$ cat src/rtl/param_ram_pkg.sv
// -----------------------------------------------------------------------------
// param_ram_pkg
// Shared types and constants for the parametrised single-port RAM.
//   state_e          : sequencer state (ST_CLEAR while zeroing, ST_RUN afterwards)
//   MODE_READ_FIRST  : read-during-write returns the old word
//   MODE_WRITE_FIRST : read-during-write returns the new word
// -----------------------------------------------------------------------------
package param_ram_pkg;

   typedef enum logic [0:0] {
      ST_CLEAR = 1'b0,
      ST_RUN   = 1'b1
   } state_e;

   localparam int unsigned MODE_READ_FIRST  = 0;
   localparam int unsigned MODE_WRITE_FIRST = 1;

endpackage

$ cat src/rtl/param_ram_clear_fsm.sv
// -----------------------------------------------------------------------------
// param_ram_clear_fsm
// Post-reset clear sequencer. Walks a counter over every word, asking the RAM
// to write zero, then parks in ST_RUN until the next reset.
// Ports:
//   i_clk       rising-edge clock
//   i_rst       asynchronous active-high reset; restarts the clear at word 0
//   o_state     current sequencer state
//   o_ready     1 once the clear has finished (registered)
//   o_busy      1 while the clear runs; always ~o_ready
//   o_clr_we    clear write request for the current cycle
//   o_clr_addr  word being cleared this cycle
// -----------------------------------------------------------------------------
module param_ram_clear_fsm
   import param_ram_pkg::*;
#(
   parameter int unsigned ADDR_W = 6,
   parameter int unsigned DEPTH  = 64
) (
   input  logic              i_clk,
   input  logic              i_rst,
   output state_e            o_state,
   output logic              o_ready,
   output logic              o_busy,
   output logic              o_clr_we,
   output logic [ADDR_W-1:0] o_clr_addr
);

   localparam logic [ADDR_W-1:0] LastAddr = ADDR_W'(DEPTH - 1);

   state_e            r_state;
   logic [ADDR_W-1:0] r_cnt;
   logic              r_ready;

   always_ff @(posedge i_clk or posedge i_rst) begin
      if (i_rst) begin
         r_state <= ST_CLEAR;
         r_cnt   <= '0;
         r_ready <= 1'b0;
      end else begin
         if (r_state == ST_CLEAR) begin
            // The edge that clears the last word also hands over to ST_RUN.
            if (r_cnt == LastAddr) begin
               r_state <= ST_RUN;
               r_ready <= 1'b1;
            end else begin
               r_cnt <= r_cnt + 1'b1;
            end
         end
         // ST_RUN is left only through reset.
      end
   end

   assign o_state    = r_state;
   assign o_ready    = r_ready;
   assign o_busy     = ~r_ready;
   assign o_clr_we   = (r_state == ST_CLEAR);
   assign o_clr_addr = r_cnt;

endmodule

$ cat src/rtl/param_sync_ram.sv
// -----------------------------------------------------------------------------
// param_sync_ram
// Parametrised single-port synchronous RAM with a post-reset clear sequencer,
// a Valid strobe per access and an out-of-range address flag.
// Optional feature macro: RAM_OUTREG_EN adds one output pipeline stage
// (Out/Valid/AddrErr latency 2 instead of 1, full throughput kept).
// Ports:
//   clk         rising-edge clock
//   rst         asynchronous active-high reset
//   ChipSelect  access request, sampled on the rising edge
//   Write       1 = write, 0 = read
//   Address     word address (unsigned, never wrapped)
//   In          write data
//   Out         registered read data; 0 when no valid access
//   Valid       one-cycle strobe, Out holds the access result
//   AddrErr     strobes with Valid when Address >= DEPTH
//   Ready       1 when accesses are accepted
//   Busy        1 while the clear sequence runs
// -----------------------------------------------------------------------------
module param_sync_ram
   import param_ram_pkg::*;
#(
   parameter int unsigned DATA_W      = 8,
   parameter int unsigned ADDR_W      = 6,
   parameter int unsigned DEPTH       = 64,  // 1 <= DEPTH <= 2**ADDR_W
   parameter int unsigned WRITE_FIRST = 1
) (
   input  logic              clk,
   input  logic              rst,
   input  logic              ChipSelect,
   input  logic              Write,
   input  logic [ADDR_W-1:0] Address,
   input  logic [DATA_W-1:0] In,
   output logic [DATA_W-1:0] Out,
   output logic              Valid,
   output logic              AddrErr,
   output logic              Ready,
   output logic              Busy
);

   state_e            w_state;
   logic              w_clr_we;
   logic [ADDR_W-1:0] w_clr_addr;

   param_ram_clear_fsm #(
      .ADDR_W (ADDR_W),
      .DEPTH  (DEPTH)
   ) u_clear_fsm (
      .i_clk      (clk),
      .i_rst      (rst),
      .o_state    (w_state),
      .o_ready    (Ready),
      .o_busy     (Busy),
      .o_clr_we   (w_clr_we),
      .o_clr_addr (w_clr_addr)
   );

   // Extra MSB so DEPTH == 2**ADDR_W is representable.
   logic w_in_range;
   assign w_in_range = ({1'b0, Address} < (ADDR_W + 1)'(DEPTH));

   logic w_access;
   logic w_user_we;
   assign w_access  = (w_state == ST_RUN) && ChipSelect;
   assign w_user_we = w_access && Write && w_in_range;

   // Clear sequencer owns the port while it runs; a write sampled while rst is
   // high is suppressed.
   logic              w_mem_we;
   logic [ADDR_W-1:0] w_mem_addr;
   logic [DATA_W-1:0] w_mem_wdata;
   assign w_mem_we    = (w_clr_we | w_user_we) & ~rst;
   assign w_mem_addr  = w_clr_we ? w_clr_addr : Address;
   assign w_mem_wdata = w_clr_we ? '0 : In;

   logic [DATA_W-1:0] r_mem [DEPTH];

   always_ff @(posedge clk) begin
      if (w_mem_we) begin
         r_mem[w_mem_addr] <= w_mem_wdata;
      end
   end

   // Out-of-range reads are masked below, so the raw lookup is never used then.
   logic [DATA_W-1:0] w_rd_data;
   assign w_rd_data = r_mem[Address];

   logic [DATA_W-1:0] w_out_d;
   logic              w_valid_d;
   logic              w_err_d;

   always_comb begin
      w_out_d   = '0;
      w_valid_d = 1'b0;
      w_err_d   = 1'b0;
      if (w_access) begin
         w_valid_d = 1'b1;
         if (w_in_range) begin
            if (Write && (WRITE_FIRST == MODE_WRITE_FIRST)) begin
               w_out_d = In;
            end else begin
               w_out_d = w_rd_data;
            end
         end else begin
            w_err_d = 1'b1;
         end
      end
   end

   logic [DATA_W-1:0] r_out;
   logic              r_valid;
   logic              r_err;

   always_ff @(posedge clk or posedge rst) begin
      if (rst) begin
         r_out   <= '0;
         r_valid <= 1'b0;
         r_err   <= 1'b0;
      end else begin
         r_out   <= w_out_d;
         r_valid <= w_valid_d;
         r_err   <= w_err_d;
      end
   end

`ifdef RAM_OUTREG_EN
   logic [DATA_W-1:0] r_out_p;
   logic              r_valid_p;
   logic              r_err_p;

   always_ff @(posedge clk or posedge rst) begin
      if (rst) begin
         r_out_p   <= '0;
         r_valid_p <= 1'b0;
         r_err_p   <= 1'b0;
      end else begin
         r_out_p   <= r_out;
         r_valid_p <= r_valid;
         r_err_p   <= r_err;
      end
   end

   assign Out     = r_out_p;
   assign Valid   = r_valid_p;
   assign AddrErr = r_err_p;
`else
   assign Out     = r_out;
   assign Valid   = r_valid;
   assign AddrErr = r_err;
`endif

endmodule
$ cat config.mk
export PLATFORM = sky130hd
export DESIGN_NAME = param_sync_ram
export DESIGN_NICKNAME = d
export VERILOG_FILES = /design/src/rtl/param_ram_pkg.sv /design/src/rtl/param_ram_clear_fsm.sv /design/src/rtl/param_sync_ram.sv
export SDC_FILE = /design/constraint.sdc
export NUM_CORES = 1
export LEC_CHECK = 0
export BUFFER_PORTS_ARGS = -buffer_cell sky130_fd_sc_hd__buf_4
export CORE_UTILIZATION = 45
export CTS_CLUSTER_SIZE = 14
export DETAILED_ROUTE_END_ITERATION = 6
export GPL_TIMING_DRIVEN = 0
export PLACE_DENSITY = 0.71
export SYNTH_ARGS = -nofsm -noshare
export SYNTH_HDL_FRONTEND = slang
export SYNTH_HIERARCHICAL = 1
export SYNTH_SLANG_ARGS = --single-unit
$ cat constraint.sdc
create_clock -name clk -period 4.3 [get_ports clk]
set_input_delay 0.645 -clock clk [delete_from_list [all_inputs] [get_ports clk]]
set_output_delay 0.645 -clock clk [all_outputs]
set_load 0.005 [all_outputs]
==> metrics, run 1 <==
post-route ant nets 0; Leak 7.688 nW; hold crit path type in -> async; crit path time final 3.757 ns; Synth Instances 1133; routability cong. 0.9240; Max stage delay cell, worst path clkbuf_1; n_diodes 0; combinational group share of total power 3.6%; clock sink count 529; layout net count about 1200; initial core utilization 45.80%; sw power between 0.002 and 0.0025 W; grt ovf 0; largest net degree at the start of global routing between 50 and 60; crit path setup slack, layout 0.5432 ns; asr flop ratio synth 3.214%; Slew Limit Headroom between 20% and 30%; Crit path largest cell delay 0.83 ns; Synth Flop Type edfxtp_1; Vias/cell approximately 5.9; fin crit share 87.37%; Num CTS Buffers 52; DRT Pass-1 Iters 7; CTS Root Cell clkbuf_16; Worst Tran Pin Value roughly 1.1 ns; first-pass GRT wire length 71.99 mm; final setup vio count 0; crit start category flip-flop; gr usage total about a fifth; pwr dens 439.2 nW/um^2; Setup Skew 0.02445 ns; Mapped Nets ~1200; Layout Cells excl Fill 1861; # IOs 30; DP Cell Count 1766; Worst Path Required 4.52 ns; H-tree Lvls 2; P&R area growth vs syn 13.60%; max-cap viol count 0; Switching Share a little over 20%; crit-path cells inv_1, clkbuf_1, clkbuf_1, nand2_1, o32ai_1, nand2_1, nor2_1; status complete, no violations; # port buffers 25; worst vdd ir 0.3366 mV; pre-CTS WS 0.5765 ns; footprint of the multi-input gates 4723 sq um; FF+latch count, synth 529; internal power 0.008311 W; CP endpoint kind flip-flop; fraction of layout cells with a size suffix above 1 18.08%; core area between 40000 and 50000 sq um; Final Hold Violating Endpoints 0; register area share after synthesis between 70% and 80%; Top delay family on crit path simple AND/OR/NAND/NOR gates; crit path DAT 3.98 ns; Final Slew Violations 0; Die Wd between 200 and 250 um; sequential share of power 53.5%; Clock Latency Late Sink 0.61 ns; Reg area 15800 sq um; Fmax 266.2 MHz; Die H 217.4 um; unrepaired setup endpoints after global routing false; vias in the first global route 10900; Post-Syn Area per Cell 18.42 sq um; Post-synth EDFFs 512; hold buffer count at cts 0; post-CTS setup buffers 0; drt total wl 48.90 mm; CTS tree built; die area 47250 sq um; Pwr Total roughly 0.010 W; post-DP HPWL 32.66 mm; WS Path Type reg -> reg; FP Rows 78; # fillers 3475; Clock transition at path regs 0.06 ns; CP bufs+invs 3; Netlist cell types between 40 and 50; Vias 11057; initial antenna violation count 0; Mapped Area 20880 sq um; WHS 0.03534 ns; Clock Path Buffers 3; Post-CTS Resized 0; critical path peak fanout 10; clock share of power 43.0%; wire per inst 26.28 um; DRC 0; initial drt markers 1491; Ys Warns 6
cell type report:
| type | count | area share [%] |
|---|---|---|
| Multi-Input combinational cell | 527 | 19.92 |
| Clock inverter | 28 | 1.330 |
| Clock buffer | 67 | 5.725 |
| Tap cell | 600 | 3.166 |
| Sequential cell | 529 | 66.63 |
| Timing Repair Buffer | 33 | 1.498 |
| Buffer | 64 | 1.530 |
| Inverter | 13 | 0.2058 |
power groups by stage:
stage	sequential, W	combinational [W]	clock [W]
after CTS	0.00557	0.000368	0.00453
after global routing	0.00557	0.000388	0.00471
after global placement	0.00568	0.000361	0
after detailed placement	0.00568	0.000366	0
final	0.00557	0.000370	0.00448
after floorplan	0.00568	0.000238	0
placed cells by master (no fill, tap or decap), drive strengths merged:
| cell type | count |
|---|---|
| clkbuf | 87 |
| buf | 77 |
| a31oi | 18 |
| mux2i | 129 |
| clkinv | 18 |
| edfxtp | 512 |
| or2 | 1 |
| a22oi | 48 |
| a21boi | 8 |
| nand4b | 1 |
| inv | 15 |
| nor2b | 11 |
| o32ai | 8 |
| dfrtp | 17 |
| and4b | 2 |
| nand3 | 17 |
| nor2 | 69 |
| xor2 | 1 |
| nor3 | 1 |
| nand2b | 4 |
| clkinvlp | 2 |
| and3b | 2 |
| nand4 | 9 |
| mux2 | 3 |
| a22o | 16 |
| a32oi | 1 |
| a21oi | 36 |
| a211o | 8 |
| nand2 | 52 |
| conb | 1 |
| nor3b | 2 |
| mux4 | 64 |
| ha | 1 |
| and3 | 10 |
| bufinv | 6 |
| o21ai | 1 |
| and2 | 3 |
worst paths after layout:
path,start,endpoint,slack [ns],cells after the start
max in group asynchronous,rst,Out[5],4.00,2
worst min register to register,u_clear_fsm/o_ready,u_clear_fsm/o_ready,0.51,2
min in group clk,In[4],Out[4],0.43,3
worst max-delay path,u_clear_fsm/o_state,r_mem[10][4],0.54,7
worst max register to register,u_clear_fsm/o_state,r_mem[10][4],0.54,7
worst min-delay path,rst,u_clear_fsm/o_clr_addr[4],0.04,2
state kept, by name, indices dropped and copies added (netlist names):
| name | count |
|---|---|
| u_clear_fsm/o_clr_addr | 6 |
| Out | 8 |
| u_clear_fsm/o_ready | 1 |
| r_mem | 512 |
| u_clear_fsm/o_state | 1 |
| Valid | 1 |
cells in the mapped netlist (16+ instances only):
master    count  area share (%)
a31oi_1      17            0.51
nor2_1       68             1.2
nand2_1      52            0.94
a22oi_1      48             1.7
nand3_1      17            0.41
mux2i_1     129             6.2
dfrtp_1      17             2.0
a21oi_1      36            0.86
buf_2        33            0.79
a22o_1       16            0.67
edfxtp_1    512              74
mux4_2       64             6.9
clkbuf_1     20            0.36
metrics by stage:
stage | util, % | setup TNS, ns | instance area, sq um
2_1_floorplan | - | 0 | 20880
3_3_place_gp | 47.86 | -443.56 | 21810
3_5_place_dp | 48.36 | 0 | 22040
4_1_cts | 52.03 | 0 | 23710
5_1_grt | 52.03 | 0 | 23710
6_report | 52.03 | 0 | 23710
per-layer routing:
metal	wire length (um)	vias to the layer above	GRT usage, %
li1	-	4727	-
met1	19960	5677	29.52
met2	23540	570	34.21
met3	4246	83	3.005
met4	1152	0	6.221
met5	0	-	0
worst register-to-register path, cell delays in order (launching register included):
cell      delay, ns
dfrtp_1        0.44
inv_1          0.12
clkbuf_1       0.35
clkbuf_1       0.84
nand2_1        0.20
o32ai_1        0.25
nand2_1        0.42
nor2_1         0.78
cell families after synthesis:
family                   after synthesis  share of synthesized area (%)
multiplexers                         196                          13.27
flip-flops                           529                          75.69
buffers and inverters                 77                          1.972
XOR/XNOR                               1                        0.04196
AO/OA/AOI/OAI                        144                          4.855
adder cells (fa/ha/maj)                1                        0.05993
AND/OR/NAND/NOR                      184                          4.094
other                                  1                        0.01796
No activity file was read; power rests on OpenSTA's default activity.
==> run 2: changes to the inputs <==
Settings changed: CORE_ASPECT_RATIO set to 0.6, CORE_UTILIZATION 45 to 67, CTS_CLUSTER_SIZE 14 to 12, PLACE_DENSITY 0.71 to 0.95.
==> run 2 against run 1 <==
  * Non-clock buffer count is 1 higher
  * Core utilization increased by 25 points
  * Global-route usage rose by 14 points
  * Worst setup slack got worse by 0.45 ns
  * Highest routed layer unchanged
  * Routed wire length up 11%
  * Total power decreased by 3.6%
  * Cell count down 10%
  * Hold slack gained 0.029 ns
==> metrics, run 2 (synthesis gave the netlist of run 1 again) <==
status complete, no violations (unchanged); fraction of layout cells with a size suffix above 1 16.67% (was 18.08%); Clock Path Buffers 3 (unchanged); hold buffer count at cts 0 (unchanged); commonest non-fill, non-tap cells in the layout edfxtp_1 (512), mux2i_1 (129), nor2_1 (68) (unchanged); internal power 0.007939 W (was 0.008311 W); initial drt markers 2057 (was 1491); DRC 0 (unchanged); DP Cell Count 1575 (was 1766); register name with the most flops r_mem (unchanged); FP Rows 49 (was 78); drt total wl 54.36 mm (was 48.90 mm); hold crit path type in -> async (unchanged); wire per inst 32.57 um (was 26.28 um); # port buffers 25 (unchanged); routability cong. 1.006 (was 0.9240); Slew Limit Headroom 14.78% (was 29.70%); CTS tree built (unchanged); pwr dens 431.2 nW/um^2 (was 439.2 nW/um^2); DRT Pass-1 Iters 6 (was 7); critical path peak fanout 10 (unchanged); Clock transition at path regs 0.06 ns (about the same); Worst Path Required 4.50 ns (was 4.52 ns); fin crit share 97.82% (was 87.37%); Die H 138.7 um (was 217.4 um); CTS Root Cell clkbuf_16 (unchanged); Worst Tran Pin Value 1.276 ns (was 1.055 ns); max reg flops 512 (unchanged); worst vdd ir 0.4629 mV (was 0.3366 mV); initial antenna violation count 1 (was 0); combinational group share of total power 4.0% (was 3.6%); largest net degree at the start of global routing 49 (was 52); post-DP HPWL 34.68 mm (was 32.66 mm); final setup vio count 0 (unchanged); pre-CTS WS 0.3703 ns (was 0.5765 ns); WS Path Type reg -> reg (unchanged); unrepaired setup endpoints after global routing false (unchanged); clock sink count 529 (unchanged); Post-CTS Resized 0 (unchanged); vias in the first global route 11786 (was 10900); Switching Share 20.92% (was 20.21%); CP endpoint kind flip-flop (unchanged); die area 31890 sq um (was 47250 sq um); sw power 0.002101 W (was 0.002105 W); Final Hold Violating Endpoints 0 (unchanged); crit start category flip-flop (unchanged); Clock Latency Late Sink 0.58 ns (was 0.61 ns); crit path DAT 4.41 ns (was 3.98 ns); crit path setup slack, layout 0.09376 ns (was 0.5432 ns); first-pass GRT wire length 77.94 mm (was 71.99 mm); setup_tns 0 ns (unchanged); max-cap viol count 0 (unchanged); # fillers 1561 (was 3475); layout net count 1238 (was 1239); # IOs 30 (unchanged); most common cell after layout, fill and taps aside edfxtp_1 (unchanged); Final Slew Violations 0 (unchanged); Layout Cells excl Fill 1669 (was 1861); Vias 12052 (was 11057); core area 30290 sq um (was 45580 sq um); post-CTS setup buffers 0 (unchanged); Leak 7.575 nW (was 7.688 nW); H-tree Lvls 2 (unchanged); Fmax 237.7 MHz (was 266.2 MHz); Vias/cell 7.221 (was 5.941); Die Wd 229.9 um (was 217.4 um); Setup Skew 0.01927 ns (was 0.02445 ns); gr usage total 34.72% (was 21.02%); Num CTS Buffers 50 (was 52); grt ovf 0 (unchanged); sequential share of power 55.4% (was 53.5%); crit path time final 4.206 ns (was 3.757 ns); P&R area growth vs syn 11.53% (was 13.60%); post-route ant nets 0 (unchanged); initial core utilization 68.93% (was 45.80%); clock share of power 40.6% (was 43.0%)
[run 2: cell types whose count changed in the layout (fill, tap and decap cells not counted), moves of 2 or more]
cell | previous run | this run
clkinv_1 | 8 | 0
bufinv_16 | 6 | 0
clkinv_2 | 9 | 0
clkinvlp_4 | 2 | 0
clkbuf_1 | 35 | 60
buf_16 | 1 | 3
[run 2: per-stage QoR]
stage	util, %	total power, W	hold slack, ns	area, sq um
4_1_cts	76.87	0.01002	0.05807	23280
3_5_place_dp	72.10	0.006050	0.4782	21840
2_1_floorplan	-	0.005915	0.4607	20880
5_1_grt	76.87	0.01023	0.08454	23280
3_3_place_gp	71.23	0.006034	0.4680	21570
6_report	76.87	0.01004	0.06466	23280
[run 2: final cells by class]
cell class	count	area, sq um	share of cell area, %
antenna	1	2.502	0.01075
timing repair buffer	34	390.4	1.677
clock inverter	2	17.52	0.07524
sequential	529	15800	67.86
clock buffer	91	1426	6.126
tap	408	510.5	2.193
buffer	64	362.8	1.558
inverter	13	48.80	0.2096
multi-input combinational	527	4723	20.29
[run 2: path summary, 6_finish.rpt]
kind	startpoint	end	slack [ns]	cells past startpoint
min reg2reg	u_clear_fsm/o_ready	u_clear_fsm/o_ready	0.49	2
min in group clk	In[3]	Out[3]	0.44	3
min	rst	u_clear_fsm/o_state	0.06	2
max reg2reg	u_clear_fsm/o_state	r_mem[50][1]	0.09	7
max	u_clear_fsm/o_state	r_mem[50][1]	0.09	7
max in group asynchronous	rst	Out[7]	3.75	2
[run 2: power groups by stage]
stage	sequential, W	combinational [W]	clock (W)
after floorplan	0.00568	0.000238	0
after detailed placement	0.00568	0.000374	0
after global routing	0.00556	0.000406	0.00426
after CTS	0.00557	0.000380	0.00407
final	0.00557	0.000401	0.00407
after global placement	0.00568	0.000358	0
[run 2: worst max-delay path, cell delays in order, from the launching register on]
cell and delay [ns]:
dfrtp_1 0.52, inv_1 0.19, clkbuf_1 0.30, clkbuf_1 0.96, nand2_1 0.21, o32ai_1 0.23, nand2_1 0.56, nor2_1 0.85
[run 2: metal layers]
| metal | up-vias | routed length, um | GRT usage [%] |
|---|---|---|---|
| li1 | 4718 | - | - |
| met1 | 5976 | 19550 | 48.76 |
| met2 | 1144 | 23440 | 49.03 |
| met3 | 214 | 9021 | 14.64 |
| met4 | 0 | 2357 | 13.18 |
| met5 | - | 0 | 0 |
==> run 3: changes to the inputs <==
Settings changed: CORE_MARGIN set to 5, CORE_UTILIZATION 67 to 30, CTS_BUF_LIST set to sky130_fd_sc_hd__clkbuf_16, PLACE_DENSITY 0.95 to 0.55.
==> run 3 against run 2 <==
  * Total power shrank 0.76%
  * Clock skew is essentially flat
  * Design area grew 2.5%
  * Core utilization shrank 42 points
  * Critical path depth is the same
  * Cell count grew 29%
  * Routed wire length grew 3.5%
  * Sequential cell count is the same
  * Critical path type unchanged
  * Largest power group unchanged
  * Highest routed layer unchanged
==> metrics, run 3 (synthesis gave the netlist of run 1 again) <==
Worst Path Required 4.50 ns (about the same); drt total wl 56.28 mm (was 54.36 mm); Final Slew Violations 0 (unchanged); fin crit share 96.01% (was 97.82%); most common cell after layout, fill and taps aside edfxtp_1 (unchanged); Num CTS Buffers 51 (was 50); fraction of layout cells with a size suffix above 1 17.15% (was 16.67%); CTS tree built (unchanged); clock sink count 529 (unchanged); footprint of the multi-input gates 4723 sq um (unchanged); Die Wd 350.5 um (was 229.9 um); n_diodes 0 (was 1); RR Startpoint u_clear_fsm/o_state (unchanged); met3 usage 6.101% (was 14.64%); P&R area growth vs syn 14.31% (was 11.53%); setup_tns 0 ns (unchanged); Max stage delay cell, worst path clkbuf_1 (unchanged); WS Path Type reg -> reg (unchanged); Top delay family on crit path simple AND/OR/NAND/NOR gates (unchanged); Setup Skew 0.01936 ns (was 0.01927 ns); met2 Track Usage GR 19.21% (was 49.03%); max reg flops 512 (unchanged); worst vdd ir 0.2842 mV (was 0.4629 mV); CP bufs+invs 3 (unchanged); wire per inst 26.20 um (was 32.57 um); Clock transition at path regs 0.06 ns (about the same); DRT Pass-1 Iters 5 (was 6); H-tree Lvls 2 (unchanged); crit-path cells inv_1, clkbuf_1, clkbuf_1, nand2_1, o32ai_1, nand2_1, nor2_1 (unchanged); Reg area 15800 sq um (unchanged); gr usage total 14.77% (was 34.72%); max-cap viol count 0 (unchanged); critical path peak fanout 10 (unchanged); Fmax 242.2 MHz (was 237.7 MHz); WHS 0.06853 ns (was 0.06466 ns); status complete, no violations (unchanged); hold buffer count at cts 0 (unchanged); Slew Limit Headroom 15.02% (was 14.78%); initial antenna violation count 1 (unchanged); grt ovf 0 (unchanged); layout net count 1239 (was 1238); routability cong. 0.8671 (was 1.006); die area 75130 sq um (was 31890 sq um); Clock Latency Late Sink 0.58 ns (about the same); GRT met1 Usage 22.76% (was 48.76%); Vias 11048 (was 12052); commonest non-fill, non-tap cells in the layout edfxtp_1 (512), mux2i_1 (129), nor2_1 (68) (unchanged); vias in the first global route 11117 (was 11786); Vias/cell 5.143 (was 7.221); Die H 214.3 um (was 138.7 um); post-DP HPWL 38.70 mm (was 34.68 mm); initial drt markers 1199 (was 2057); Post-CTS Resized 0 (unchanged); largest net degree at the start of global routing 37 (was 49); hold crit path type in -> async (unchanged); crit path time final 4.129 ns (was 4.206 ns); CTS Root Cell clkbuf_16 (unchanged); FP Rows 74 (was 49); post-route ant nets 0 (unchanged); Crit path largest cell delay 0.97 ns (was 0.96 ns); first-pass GRT wire length 80.19 mm (was 77.94 mm); core area 68520 sq um (was 30290 sq um); crit start category flip-flop (unchanged); final setup vio count 0 (unchanged); initial core utilization 30.47% (was 68.93%); CP endpoint kind flip-flop (unchanged); DRC 0 (unchanged); Worst Tran Pin Value 1.275 ns (was 1.276 ns); crit path DAT 4.33 ns (was 4.41 ns); Final Hold Violating Endpoints 0 (unchanged); gr busiest metal met1 (was met2); Final Core Density 34.83% (was 76.87%); pwr dens 417.5 nW/um^2 (was 431.2 nW/um^2); # IOs 30 (unchanged); Clock Path Buffers 3 (unchanged); Leak 7.616 nW (was 7.575 nW); CP startpoint u_clear_fsm/o_state (unchanged); register name with the most flops r_mem (unchanged); unrepaired setup endpoints after global routing false (unchanged); # fillers 6449 (was 1561); post-CTS setup buffers 0 (unchanged); # port buffers 25 (unchanged)
[run 3: power by group]
part,internal [W],switching [W],total [W]
combinational,0.000146,0.000253,0.000399
clock,0.00218,0.00182,0.00400
sequential,0.00557,0.000000500,0.00557
total,0.00789,0.00207,0.00996
[run 3: per-layer routing]
metal  up-vias  routed length (um)
li1       4704                   -
met1      5723               26280
met2       532               22100
met3        89                6839
met4         0                1053
met5         -                   0
[run 3: path summary, 6_finish.rpt]
kind | end | slack [ns] | cells past startpoint
worst min-delay path | u_clear_fsm/o_ready | 0.07 | 2
worst max register to register | r_mem[54][6] | 0.17 | 7
max in group asynchronous | Out[2] | 3.93 | 2
min in group clk | Out[4] | 0.41 | 3
worst min register to register | u_clear_fsm/o_ready | 0.55 | 2
worst max-delay path | r_mem[54][6] | 0.17 | 7
[run 3: per-stage QoR]
| stage | setup slack (ns) | total power, W | cells | instance area [sq um] |
|---|---|---|---|---|
| global route | 0.009083 | 0.01027 | 2148 | 23860 |
| finish | 0.1715 | 0.009963 | 2148 | 23860 |
| floorplan | 1.343 | 0.005915 | 1133 | 20880 |
| detailed placement | 0.2751 | 0.006070 | 2079 | 22470 |
| CTS | 0.2537 | 0.01002 | 2148 | 23860 |
| global placement | -1.716 | 0.006066 | 2070 | 22200 |
[run 3: final cells by class]
type | instances | area share (%)
Buffer | 64 | 1.521
Inverter | 13 | 0.2045
Tap cell | 912 | 4.782
Timing Repair Buffer | 34 | 1.636
Sequential cell | 529 | 66.22
Multi-Input combinational cell | 527 | 19.79
Clock buffer | 53 | 5.558
Clock inverter | 16 | 0.2884
